$ cat config.mk
export PLATFORM = sky130hd
export DESIGN_NAME = serial_word_tx
export DESIGN_NICKNAME = d
export VERILOG_FILES = /design/src/rtl/serial_tx_pkg.sv /design/src/rtl/bit_counter.sv /design/src/rtl/serial_word_tx.sv
export SDC_FILE = /design/constraint.sdc
export NUM_CORES = 1
export LEC_CHECK = 0
export ABC_AREA = 1
export BUFFER_PORTS_ARGS = -buffer_cell sky130_fd_sc_hd__buf_2
export CAP_MARGIN = 10
export CORE_MARGIN = 8
export CORE_UTILIZATION = 50
export DETAILED_ROUTE_END_ITERATION = 6
export GPL_TIMING_DRIVEN = 0
export PLACE_DENSITY = 0.75
export SYNTH_ARGS = -nofsm -noshare
export SYNTH_HDL_FRONTEND = slang
export SYNTH_HIERARCHICAL = 1
export SYNTH_SLANG_ARGS = --single-unit
$ cat constraint.sdc
create_clock -name t_clk -period 2.9 [get_ports t_clk]
set_clock_uncertainty 0.2 [all_clocks]
set_input_delay 0.29 -clock t_clk [delete_from_list [all_inputs] [get_ports t_clk]]
set_output_delay 0.29 -clock t_clk [all_outputs]
set_load 0.01 [all_outputs]
$ cat src/rtl/serial_tx_pkg.sv
// Shared constants, state encoding and width helper for the serial word transmitter
// and its companion blocks.
package serial_tx_pkg;

    localparam int unsigned DEF_W = 8;

    typedef enum logic {
        StIdle  = 1'b0,
        StShift = 1'b1
    } tx_state_e;

    // Width of a counter that must reach n-1; never returns less than 1.
    function automatic int unsigned clog2(input int unsigned n);
        int unsigned res;
        res = 0;
        while ((32'd1 << res) < n) begin
            res = res + 1;
        end
        if (res == 0) begin
            res = 1;
        end
        return res;
    endfunction

endpackage

$ cat src/rtl/bit_counter.sv
// Bit-position counter: synchronous clear, count enable, saturates at W-1 and flags it.
module bit_counter
    import serial_tx_pkg::*;
#(
    parameter int unsigned W  = DEF_W,
    parameter int unsigned CW = clog2(W)
) (
    input  logic          i_clk,
    input  logic          i_rst,
    input  logic          i_clr,
    input  logic          i_en,
    output logic [CW-1:0] o_cnt,
    output logic          o_tc
);

    localparam logic [CW-1:0] MaxCnt = CW'(W - 1);

    logic [CW-1:0] r_cnt;
    logic          w_tc;

    assign w_tc = (r_cnt == MaxCnt);

    // Clear takes priority so a reload on the final bit restarts at zero.
    always_ff @(posedge i_clk or posedge i_rst) begin
        if (i_rst) begin
            r_cnt <= '0;
        end else if (i_clr) begin
            r_cnt <= '0;
        end else if (i_en && !w_tc) begin
            r_cnt <= r_cnt + 1'b1;
        end
    end

    assign o_cnt = r_cnt;
    assign o_tc  = w_tc;

endmodule

$ cat src/rtl/serial_word_tx.sv
// Parallel-to-serial word transmitter: LSB first, one bit per clock, start-of-word and
// last-bit markers, gap-free back-to-back words.
module serial_word_tx
    import serial_tx_pkg::*;
#(
    parameter int unsigned W = DEF_W
) (
    input  logic         t_clk,
    input  logic         r,
    input  logic [W-1:0] din,
    input  logic         load_valid,
    output logic         load_ready,
    output logic         so,
    output logic         sw,
    output logic         last,
    output logic         busy
);

    localparam int unsigned   CW     = clog2(W);
    localparam logic [CW-1:0] CntPen = CW'(W - 2);

    tx_state_e     r_state;
    tx_state_e     w_state_d;
    logic [W-1:0]  r_shreg;
    logic [W-1:0]  w_shreg_d;
    logic          r_sw;
    logic          r_last;
    logic          w_sw_d;
    logic          w_last_d;
    logic          w_accept;
    logic          w_cnt_en;
    logic [CW-1:0] w_cnt;
    logic          w_tc;

    assign load_ready = !r && ((r_state == StIdle) || ((r_state == StShift) && w_tc));
    assign w_accept   = load_valid && load_ready;

    bit_counter #(
        .W  (W),
        .CW (CW)
    ) u_bit_counter (
        .i_clk (t_clk),
        .i_rst (r),
        .i_clr (w_accept),
        .i_en  (w_cnt_en),
        .o_cnt (w_cnt),
        .o_tc  (w_tc)
    );

    always_ff @(posedge t_clk or posedge r) begin
        if (r) begin
            r_state <= StIdle;
        end else begin
            r_state <= w_state_d;
        end
    end

    always_comb begin
        w_state_d = r_state;
        unique case (r_state)
            StIdle: begin
                if (w_accept) begin
                    w_state_d = StShift;
                end
            end
            StShift: begin
                if (w_tc && !w_accept) begin
                    w_state_d = StIdle;
                end
            end
            default: w_state_d = StIdle;
        endcase
    end

    // Next values for the registered outputs; last is raised one edge early from cnt==W-2.
    always_comb begin
        w_cnt_en  = 1'b0;
        w_shreg_d = r_shreg;
        w_sw_d    = 1'b0;
        w_last_d  = 1'b0;
        if (w_accept) begin
            w_shreg_d = din;
            w_sw_d    = 1'b1;
        end else if (r_state == StShift) begin
            w_cnt_en  = 1'b1;
            w_shreg_d = r_shreg >> 1;
            w_last_d  = (w_cnt == CntPen);
        end
    end

    always_ff @(posedge t_clk or posedge r) begin
        if (r) begin
            r_shreg <= '0;
            r_sw    <= 1'b0;
            r_last  <= 1'b0;
        end else begin
            r_shreg <= w_shreg_d;
            r_sw    <= w_sw_d;
            r_last  <= w_last_d;
        end
    end

    // After the final shift without a reload the register has drained to zero, so so idles low.
    assign so   = r_shreg[0];
    assign sw   = r_sw;
    assign last = r_last;
    assign busy = (r_state == StShift);

endmodule
# After elaboration in Yosys (flattened, before gate mapping)
# Cells that the tools add are included.
[totals]
regBits = 14
out_inout_bits = 5
[classes]
n_addsub = 1
eq_ne = 2
n_mux = 11
bitwise_logic = 1
reduce_logical = 11
[ops]
columns = ["operator", "count"]
rows = [
  ["$mux 8", 2],
  ["$eq 3x3->1 const B", 2],
  ["$mux 1", 6],
  ["$mux 3", 2],
  ["$logic_and 1x1->1", 5],
  ["$reduce_bool 2->1", 2],
  ["$add 3x1->3 const B", 1],
  ["$logic_not 1->1", 3],
  ["$pmux 1 s2", 1],
  ["$logic_or 1x1->1", 1],
  ["$not 1->1", 1],
]

# Longest topological paths before layout
[logic_depth]
ltp_word = 9
mapped_depth = 12
mapped_depth_nobuf = 11

# By module
# Netlist, hierarchy kept.
[by_module_without_submodules]
columns = ["mod", "n_inst", "cells_per_inst", "area_each_um2"]
rows = [
  ["serial_word_tx", 1, 57, 549.3],
  ["bit_counter", 1, 21, 170.2],
]

# Worst setup path after synthesis
# Ideal clock, no wire load.
[synth_timing]
path_kind = "reg-to-reg"
startpoint = "register u_bit_counter.r_cnt[0], in the netlist u_bit_counter/o_cnt[0]"
endpoint = "register u_bit_counter.r_cnt[1], in the netlist u_bit_counter/o_cnt[1]"
setup_time_ps = 65
arrival_time_ps = 1517
required_ps = 2635
setup_slack_ps = 1118
path_stages_with_launch = 13
path_buffers = 1
synth_period_minus_slack_ps = 1782
path_cell_list = "dfrtp_1 -> ha_1 -> ha_1 -> inv_2 -> nand2_2 -> nand3_4 -> buf_8 -> nand2_4 -> inv_2 -> inv_2 -> nor2_2 -> nand3_1 -> nand2_1"
[synth_between]
elab_chain_len = 8
elab_cells_between_ends = 12
[synth_rtl]
columns = ["element", "line", "text"]
rows = [
  ["start: declaration", "bit_counter.sv:18", "logic [CW-1:0] r_cnt;"],
  ["start signal: assignment", "bit_counter.sv:30", "r_cnt <= r_cnt + 1'b1;"],
  ["$eq 3x3->1", "bit_counter.sv:21", "assign w_tc = (r_cnt == MaxCnt);"],
  ["via w_tc", "serial_word_tx.sv:33", "logic w_tc;"],
  ["$logic_and 1x1->1", "serial_word_tx.sv:35", "assign load_ready = !r && ((r_state == StIdle) || ((r_state == StShift) && w_tc));"],
  ["$logic_or 1x1->1", "serial_word_tx.sv:35", ""],
  ["$logic_and 1x1->1", "serial_word_tx.sv:35", ""],
  ["$logic_and 1x1->1", "serial_word_tx.sv:36", "assign w_accept = load_valid && load_ready;"],
  ["$mux 1", "serial_word_tx.sv:81", "if (w_accept) begin"],
  ["via w_cnt_en", "serial_word_tx.sv:31", "logic w_cnt_en;"],
  ["$logic_and 1x1->1", "bit_counter.sv:29", "end else if (i_en && !w_tc) begin"],
  ["$reduce_bool 2->1 (no source line)", "n/a", ""],
]
# The timed path passes the listed nets, and every way through them passes these cells. The select of a mux whose other input is x is not followed.
# A chain may end at the register's enable or synchronous reset.

# Final worst setup path
[layout_timing]
startpoint = "register u_bit_counter.r_cnt[0], in the netlist u_bit_counter/o_cnt[0]"
endpoint = "output load_ready"
[layout_between]
elab_chain_len = 4
[layout_rtl]
columns = ["element", "line", "text"]
rows = [
  ["$eq 3x3->1", "bit_counter.sv:21", ""],
  ["via w_tc", "serial_word_tx.sv:33", ""],
  ["$logic_and 1x1->1", "serial_word_tx.sv:35", ""],
  ["$logic_or 1x1->1", "serial_word_tx.sv:35", ""],
  ["$logic_and 1x1->1", "serial_word_tx.sv:35", ""],
  ["end: declaration", "serial_word_tx.sv:12", "output logic load_ready,"],
]
# The timed path passes the listed nets, and every way through them passes these cells.

==> run metrics <==
synth cell count leaders 34 x nand3_1, 14 x dfrtp_1, 7 x inv_2, 7 x nand2_1; die height 53.9 um; Final Hold Viols 0; CTS Sinks 14; Post-synth EDFFs 0; Setup crit start kind register; post-detail-place hpwl 1.11 mm; Peak supply drop 0.465 mV; fmax 505 MHz; clock buffer depth 2; pwr dens 888 mW/mm^2; Top FF cell, synth dfrtp_1; Final Max Slew Viols 0; total gr overflow 0; CTS resizes 0; CTS tree done; fraction of layout cells with a size suffix above 1 0.344; clk_lat worst skew 270 ps; Max Fanout on Critical Path 8; vias in the first global route 555; average wire per standard cell 13.1 um; unrepaired setup endpoints after global routing false; clock slew at reported path FFs 80 ps; Num CTS Buffers 3; initial core utilization 0.546; port bufs 14; Setup CP Type reg -> out; final layout net count 111; most numerous cell in the Yosys netlist nand3_1; Yosys cell types 17; Synth Register Bits 14; Area Overhead vs Synth 16.9%; status complete, no violations; Final min period 1980 ps; sequential cell area fraction in the yosys report 0.487; I/O pin total 16; die area 0.00291 sq mm; Cell Area, Synth 719 sq um; arrival time of the worst setup path 1490 ps; Worst Path Required 2410 ps; min-delay worst type in -> reg; Synth Warn # 6; total track usage 0.106; endpoints failing setup 0; Syn Inst Count 78; Synth top area share 0.487; Core Area 0.00132 sq mm; die width 53.9 um; setup TNS 0 ps; area leader, netlist dfrtp_1; H-tree levels 1; Leak 0.445 nW; synth top area cells dfrtp_1 49%, nand3_1 24%, inv_2 3.7%, nand2_1 3.7%, ha_1 3.5%; Post-DRT Antenna Nets 0; global-route wire length before repair 2.31 mm; via count 587; post-place setup slack 965 ps; WL final 1.46 mm; CP endpoint kind output port; asr flop ratio synth 1.00; Ant. Diodes 0; syn_area_per_cell 9.22 sq um; vias per inst 5.29; drc violations 0; Worst-Margin Slew 291 ps; Setup WS post-layout 918 ps; final worst-path cycle share 0.683; # rows 13; max-cap violations 0; CTS Root Cell clkbuf_4; 1st-pass router iterations 4; largest net degree at the start of global routing 13; Placer Congestion 0.713; DR iter-0 viols 15; Syn Nets 91; initial antenna violation count 0; Slew HR 0.806; Filler cells 112
## layout make-up
class | count | area [sq um] | share of cell area
clock buffers | 3 | 22.5 | 0.0268
well taps | 15 | 18.8 | 0.0223
repair buffers | 15 | 80.1 | 0.0952
plain buffers | 3 | 33.8 | 0.0402
inverters | 9 | 33.8 | 0.0402
flip-flops and latches | 14 | 350 | 0.417
multi-input cells | 52 | 302 | 0.359
## power by group
part	switching (mW)	total, mW	internal, mW	leakage (nW)
Combinational	0.198	0.333	0.135	0.251
Clock	0.0574	0.105	0.0479	0.0138
Sequential	0.0437	0.308	0.264	0.180
## path summary, 6_finish.rpt
check                                  startpoint                     end  slack [ps]  cells past startpoint
max                        u_bit_counter/o_cnt[0]              load_ready         920                      5
min                                        din[7]              r_shreg[7]          30                      3
max reg2reg                u_bit_counter/o_cnt[0]  u_bit_counter/o_cnt[1]         950                     12
max in group asynchronous                       r                    last        1930                      3
min in group asynchronous                       r  u_bit_counter/o_cnt[2]         270                      3
min reg2reg                            r_shreg[2]              r_shreg[2]         320                      2
## routing by layer
| metal | track usage | up-vias | routed length (um) |
|---|---|---|---|
| met5 | 0 | - | 0 |
| met4 | 0.0378 | 0 | 10 |
| met3 | 0.0358 | 2 | 79 |
| met2 | 0.170 | 11 | 729 |
| met1 | 0.129 | 270 | 639 |
| li1 | - | 304 | - |
## critical path, stage by stage (launching register included)
cell	delay, ps
dfrtp_1	390
ha_1	160
ha_1	210
inv_2	70
a21oi_4	220
buf_2	180
## kinds of logic (layout without fill, tap and decap cells)
kind of cell / Yosys count / count (layout) / share of synthesized area
compound gates: 2 / 2 / 0.0296
fa+ha+maj: 2 / 2 / 0.0348
buf+inv: 12 / 30 / 0.0939
flops: 14 / 14 / 0.487
simple gates: 48 / 48 / 0.355
## stage by stage
stage	std cells	total power, mW	util	hold slack (ps)	cell area [sq um]
after global routing	111	0.806	0.638	36.9	841
after global placement	107	0.630	0.613	4.07	808
after detailed placement	107	0.643	0.613	5.54	808
final	111	0.747	0.638	30.4	841
after CTS	111	0.747	0.638	36.0	841
after floorplan	78	0.560	-	-156	719
## repair_timing
| action | in CTS | in global routing |
|---|---|---|
| hold buffers | 1 | 0 |
| hold endpoints to repair | 14 | 0 |
| buffers inserted | 0 | 0 |
## placed cells by master, fill, tap and decap left out
master,count
inv_2,7
nand2_2,1
ha_1,2
a21oi_4,1
nor2_1,1
a21oi_1,1
clkbuf_4,3
nand3_1,34
buf_8,1
dlygate4sd3_1,1
dfrtp_1,14
nand3b_1,1
buf_2,14
nand2_1,7
buf_6,1
nor2_2,2
nand3_4,1
nand2_4,1
buf_4,1
inv_1,2
## flip-flops by register name (all words and copies together) (netlist names)
register and cells:
sw 1, last 1, r_shreg 8, u_bit_counter/o_cnt 3, busy 1
Power figures use the tool's default switching activity.
